## config.mk

```make
export PLATFORM = sky130hd
export DESIGN_NAME = wb_load_rf
export DESIGN_NICKNAME = d
export VERILOG_FILES = /design/src/rtl/wb_load_rf.sv
export SDC_FILE = /design/constraint.sdc
export NUM_CORES = 2
export LEC_CHECK = 0
export BUFFER_PORTS_ARGS = -buffer_cell sky130_fd_sc_hd__buf_2
export CORE_MARGIN = 4
export CORE_UTILIZATION = 60
export CTS_BUF_LIST = sky130_fd_sc_hd__clkbuf_4
export DETAILED_ROUTE_END_ITERATION = 8
export PLACE_DENSITY = 0.76
export SLEW_MARGIN = 20
export SYNTH_ARGS = -nofsm -noshare
export SYNTH_HDL_FRONTEND = slang
export SYNTH_SLANG_ARGS = --single-unit
```

## constraint.sdc

```tcl
create_clock -name clk -period 9.7 [get_ports clk]
set_input_delay 1.94 -clock clk [delete_from_list [all_inputs] [get_ports clk]]
set_output_delay 1.94 -clock clk [all_outputs]
set_load 0.05 [all_outputs]
```

## src/rtl/wb_load_rf.sv

```systemverilog
// Write-back stage for the three-stage RISC-V core: owns the architectural
// register file, commits ALU results and (sign/zero-extended) load data,
// stalls while a load response is outstanding with a timeout fault, and
// offers two bypassed combinational read ports to decode.
module wb_load_rf #(
  parameter int XLEN         = 32,
  parameter int NUM_REGS     = 32,
  parameter int LOAD_TIMEOUT = 15
) (
  input  logic            clk,
  input  logic            reset,
  input  logic            wb_valid,
  input  logic            wb_alu_to_reg,
  input  logic            wb_mem_to_reg,
  input  logic [4:0]      wb_dest_reg_sel,
  input  logic [XLEN-1:0] wb_result,
  input  logic [2:0]      wb_alu_operation,
  input  logic [1:0]      wb_read_address,
  input  logic [XLEN-1:0] dmem_read_data,
  input  logic            dmem_read_valid,
  output logic            dmem_read_ready,
  input  logic [4:0]      src1_select,
  input  logic [4:0]      src2_select,
  output logic [XLEN-1:0] reg_rdata1,
  output logic [XLEN-1:0] reg_rdata2,
  output logic            wb_stall,
  output logic            load_fault
);

  localparam int AW = $clog2(NUM_REGS);

  localparam logic [0:0] ST_IDLE = 1'b0;
  localparam logic [0:0] ST_WAIT = 1'b1;

  localparam logic [7:0] TIMEOUT_C  = 8'(LOAD_TIMEOUT);
  localparam logic [5:0] NUM_REGS_C = 6'(NUM_REGS);

  localparam logic [2:0] F3_LB  = 3'b000;
  localparam logic [2:0] F3_LH  = 3'b001;
  localparam logic [2:0] F3_LW  = 3'b010;
  localparam logic [2:0] F3_LBU = 3'b100;
  localparam logic [2:0] F3_LHU = 3'b101;

  // Pick the addressed byte/half of the aligned word and extend it to XLEN.
  // Unknown load encodings commit zero rather than garbage.
  function automatic logic [XLEN-1:0] extract_load(
    input logic [2:0]      f3,
    input logic [1:0]      a,
    input logic [XLEN-1:0] w
  );
    logic [7:0]      b;
    logic [15:0]     h;
    logic [XLEN-1:0] r;
    case (a)
      2'd0:    b = w[7:0];
      2'd1:    b = w[15:8];
      2'd2:    b = w[23:16];
      2'd3:    b = w[31:24];
      default: b = 8'h00;
    endcase
    h = a[1] ? w[31:16] : w[15:0];
    case (f3)
      F3_LB:   r = {{(XLEN-8){b[7]}}, b};
      F3_LBU:  r = {{(XLEN-8){1'b0}}, b};
      F3_LH:   r = {{(XLEN-16){h[15]}}, h};
      F3_LHU:  r = {{(XLEN-16){1'b0}}, h};
      F3_LW:   r = w;
      default: r = {XLEN{1'b0}};
    endcase
    return r;
  endfunction

  logic [XLEN-1:0] regs_q [NUM_REGS];
  logic [0:0]      state_q, state_d;
  logic [7:0]      cnt_q, cnt_d;
  logic            fault_q, fault_d;

  logic            load_req_s;
  logic            alu_wr_s;
  logic            load_done_s;
  logic            timeout_hit_s;
  logic            dest_ok_s;
  logic            wr_en_s;
  logic [XLEN-1:0] wr_data_s;

  assign load_req_s    = wb_valid & wb_alu_to_reg & wb_mem_to_reg;
  assign alu_wr_s      = wb_valid & wb_alu_to_reg & ~wb_mem_to_reg;
  assign load_done_s   = load_req_s & dmem_read_valid;
  assign timeout_hit_s = (state_q == ST_WAIT) & (cnt_q == TIMEOUT_C) & ~dmem_read_valid;
  assign dest_ok_s     = (wb_dest_reg_sel != 5'd0) & ({1'b0, wb_dest_reg_sel} < NUM_REGS_C);
  // Reset blocks any commit, so a load aborted by reset never lands.
  assign wr_en_s       = ~reset & (alu_wr_s | load_done_s) & dest_ok_s;
  assign wr_data_s     = alu_wr_s ? wb_result
                                  : extract_load(wb_alu_operation, wb_read_address, dmem_read_data);

  // Handshake outputs are combinational; reset forces them idle.
  assign dmem_read_ready = ~reset & load_req_s;
  assign wb_stall        = ~reset & load_req_s & ~dmem_read_valid & ~timeout_hit_s;
  assign load_fault      = fault_q;

  // Next-state logic for the load wait FSM, its stall counter and fault pulse.
  always_comb begin
    state_d = state_q;
    cnt_d   = cnt_q;
    fault_d = 1'b0;
    case (state_q)
      ST_IDLE: begin
        if (load_req_s && !dmem_read_valid) begin
          state_d = ST_WAIT;
          cnt_d   = 8'd1;
        end else begin
          state_d = ST_IDLE;
          cnt_d   = 8'd0;
        end
      end
      ST_WAIT: begin
        if (!load_req_s) begin
          // Flush: the load left the stage, abandon it quietly.
          state_d = ST_IDLE;
          cnt_d   = 8'd0;
        end else if (dmem_read_valid) begin
          state_d = ST_IDLE;
          cnt_d   = 8'd0;
        end else if (timeout_hit_s) begin
          state_d = ST_IDLE;
          cnt_d   = 8'd0;
          fault_d = 1'b1;
        end else begin
          state_d = ST_WAIT;
          cnt_d   = cnt_q + 8'd1;
        end
      end
      default: begin
        state_d = ST_IDLE;
        cnt_d   = 8'd0;
      end
    endcase
  end

  // FSM, counter and fault pulse registers with synchronous reset.
  always_ff @(posedge clk) begin
    if (reset) begin
      state_q <= ST_IDLE;
      cnt_q   <= 8'd0;
      fault_q <= 1'b0;
    end else begin
      state_q <= state_d;
      cnt_q   <= cnt_d;
      fault_q <= fault_d;
    end
  end

  // Register file storage: clear on reset, otherwise commit one write.
  always_ff @(posedge clk) begin
    if (reset) begin
      for (int i = 0; i < NUM_REGS; i++) begin
        regs_q[i] <= {XLEN{1'b0}};
      end
    end else if (wr_en_s) begin
      regs_q[wb_dest_reg_sel[AW-1:0]] <= wr_data_s;
    end else begin
      regs_q <= regs_q;
    end
  end

  // Read port 1: x0 and out-of-range read zero, same-cycle writes bypass.
  always_comb begin
    reg_rdata1 = {XLEN{1'b0}};
    if ((src1_select == 5'd0) || ({1'b0, src1_select} >= NUM_REGS_C)) begin
      reg_rdata1 = {XLEN{1'b0}};
    end else if (wr_en_s && (src1_select == wb_dest_reg_sel)) begin
      reg_rdata1 = wr_data_s;
    end else begin
      reg_rdata1 = regs_q[src1_select[AW-1:0]];
    end
  end

  // Read port 2: same rules as port 1.
  always_comb begin
    reg_rdata2 = {XLEN{1'b0}};
    if ((src2_select == 5'd0) || ({1'b0, src2_select} >= NUM_REGS_C)) begin
      reg_rdata2 = {XLEN{1'b0}};
    end else if (wr_en_s && (src2_select == wb_dest_reg_sel)) begin
      reg_rdata2 = wr_data_s;
    end else begin
      reg_rdata2 = regs_q[src2_select[AW-1:0]];
    end
  end

endmodule

```

==> results.toml <==
[clock_network]
htree_levels = 5
clock_input_transition_at_the_sequential_cells_of_the_worst_setup_and_hold_paths_ns = 0.06
worst_skew_pair.late_latency_ns = 1.10
cts_num_sinks = 1034
clockBufferDepth = 4
hold_buffers = 0
numCtsBuffers = 288
tritoncts = "yes"
cts.repair.resized = 0
ctsRootBufferMaster = "clkbuf_4"
post-cts-setup-buffers = 0

[outcome]
status = "finished clean"

[global_routing]
grt_start_max_net_pins = 215
grt.overflow.total = 0
grt_pass1_wl_mm = 265.2
grt_antenna_before_repair = 9
grt_pass1_vias = 43330
overall_fraction_of_global_route_tracks_in_use = 0.3696

[synth]
synth-seq-cells = 1034
yosysUniqueCellTypes = 62
synthTopCellsByArea = "dfxtp_1, mux4_2, a211oi_1, nor2_1, mux2i_1"
yosysWarningCount = 0
syn_nets = 5209
mappedNetlistArea_mm2 = 0.05282
syn-instance-count = 5118
async_reset_ff_frac = 0
syn-mean-instance-area_um2 = 10.32
synth_top_flop_cell = "dfxtp_1"
synth-seq-area-share = 0.3919
synth_largest_area_cell = "dfxtp_1"
synth_enable_flop_cells = 0
synth_top_area_share = 0.3919

[final_layout]
layout.cells.most_common = "nor2_1"
synthToLayoutAreaGrowth_pct = 8.102
design_area_mm2 = 0.05710
layout_common_cells = "nor2_1, dfxtp_1, a211oi_1, mux4_2, clkbuf_4"
finalNetCount = 5150
layout-drive-gt1-share = 0.2446

[placed_design]
routabilityCongestion = 0.8924
worst_setup_timing_slack_at_the_placement_stage_ns = 2.309
port_buffers = 156
dp_hpwl_mm = 99.37
dpl_cell_area_mm2 = 0.05386

[sta]
hold_violations = 0
achievable-frequency_mhz = 133.0
worstMarginPinSlew_ns = 1.273
timing.max_slew.rel_slack = 0.1515
setup_viol = 0
grt_setup_unrepaired = "no"
final-max-slew-violation-count = 0
post-route-worst-setup-slack_ns = 2.181
finalClockSkew_ns = 0.005275
setup_total_neg_slack_ns = 0
shortest_clock_period_the_worst_path_allows_after_layout_ns = 7.519
min_period_over_period = 0.7752

[worst_hold_path]
hold_path_class = "register to register"

[setup_path]
critical-path-max-stage-delay_ns = 0.92
cp_slowest_cell = "a221oi_4"
worstSetupPathType = "input pin to output pin"
crit_path_end_kind = "output pin"
startpoint_type = "input pin"
cp_top_family = "compound AO/OA/AOI/OAI gates"
critPathMaxFanout = 20
crit_path_cell_trace = "buf_2, mux4_2, nand2b_1, a2111oi_4, buf_4, a221oi_4, nand2b_1, o221ai_1, buf_2"
worstPathRequired_ns = 7.76
arrival_ns = 5.58
path_buf_inv = 3

[floorplanning]
io_pins = 157
die-area_mm2 = 0.09284
die-height_um = 304.7
coreArea_mm2 = 0.08702
std_cell_rows = 108
floorplan.die.width_um = 304.7
initial_core_util = 0.6069

[routing]
vias_per_cell = 7.064
drtPass1Iterations = 6
drc_errors = 0
routed-via-count = 45020
drt-total-wl_mm = 176.6
drt_iter0_drc = 6609
wl_per_cell_um = 27.72
antenna_left = 0

[power_and_ir_drop]
power-per-cell-area_mw_per_mm2 = 156.2
power.static_leakage_nw = 18.32
irDropWorstVdd_mv = 0.1081

[run]
drv.max_cap_violation_count = 0
cell families (layout without fill, tap and decap cells):
| group | count (synthesis) | in the layout | share of synthesized area |
|---|---|---|---|
| mux | 717 | 717 | 0.2459 |
| simple gates | 1296 | 1296 | 0.1009 |
| xor+xnor | 16 | 16 | 0.002653 |
| flops | 1034 | 1034 | 0.3919 |
| buf+inv | 632 | 726 | 0.05423 |
| other cells | 0 | 6 | 0 |
| compound gates | 1422 | 1422 | 0.2042 |
| fa+ha+maj | 1 | 1 | 0.0002369 |
final timing paths:
kind / startpoint / endpoint / slack [ns] / depth (start not counted)
max: wb_read_address[1] / reg_rdata1[31] / 2.18 / 9
min: cnt_q[0] / cnt_q[0] / 0.48 / 1
max reg2reg: cnt_q[0] / cnt_q[5] / 8.12 / 6
min reg2reg: cnt_q[0] / cnt_q[0] / 0.48 / 1
report_power, final:
| group | total (mW) | internal, mW | switching [mW] |
|---|---|---|---|
| Combinational | 0.961 | 0.273 | 0.689 |
| Clock | 3.69 | 1.88 | 1.81 |
| Sequential | 4.27 | 4.26 | 0.0102 |
| Total | 8.92 | 6.41 | 2.51 |
cells in the mapped netlist, types with 24 or more instances:
master	number
a211oi_2	31
o211ai_1	31
o21ai_0	46
buf_6	32
nand2_1	40
mux4_2	464
a21oi_1	81
a221o_1	28
dfxtp_1	1034
a221oi_1	30
buf_1	24
o22ai_1	46
nand3_1	63
a211oi_1	989
nor2b_1	67
clkbuf_1	407
mux2i_1	249
nor2_1	1058
buf_2	144
a22oi_1	112
through the flow:
stage	instances	utilization	total power, mW	hold WS, ns
6_report	6373	0.6561	8.917	0.4764
5_1_grt	6370	0.6560	9.216	0.4958
4_1_cts	6365	0.6554	8.912	0.4733
3_5_place_dp	5922	0.6189	5.297	0.4679
3_3_place_gp	5920	0.6184	5.292	0.4425
2_1_floorplan	5118	-	5.012	0.4239
area by class of cell:
type                            count  area (um2)
Antenna cell                        6       15.01
Clock buffer                      394        2958
Clock inverter                     49       220.2
Fill cell                        6770       29930
Inverter                            6       22.52
Multi-Input combinational cell   3452       29840
Sequential cell                  1034       20700
Tap cell                         1155        1445
Timing Repair Buffer              277        1898
routing by layer:
| metal | track usage | vias to the layer above | wire [um] |
|---|---|---|---|
| li1 | - | 19540 | - |
| met4 | 0.1881 | 10 | 9620 |
| met2 | 0.5408 | 3172 | 76320 |
| met5 | 0 | - | 74 |
| met3 | 0.1114 | 595 | 23620 |
| met1 | 0.5000 | 21700 | 67010 |
state kept, by name (all words and copies together), names as in the netlist:
name / count
load_fault: 1
state_q: 1
regs_q: 1024
cnt_q: 8
(Power assumes the default switching activity.)
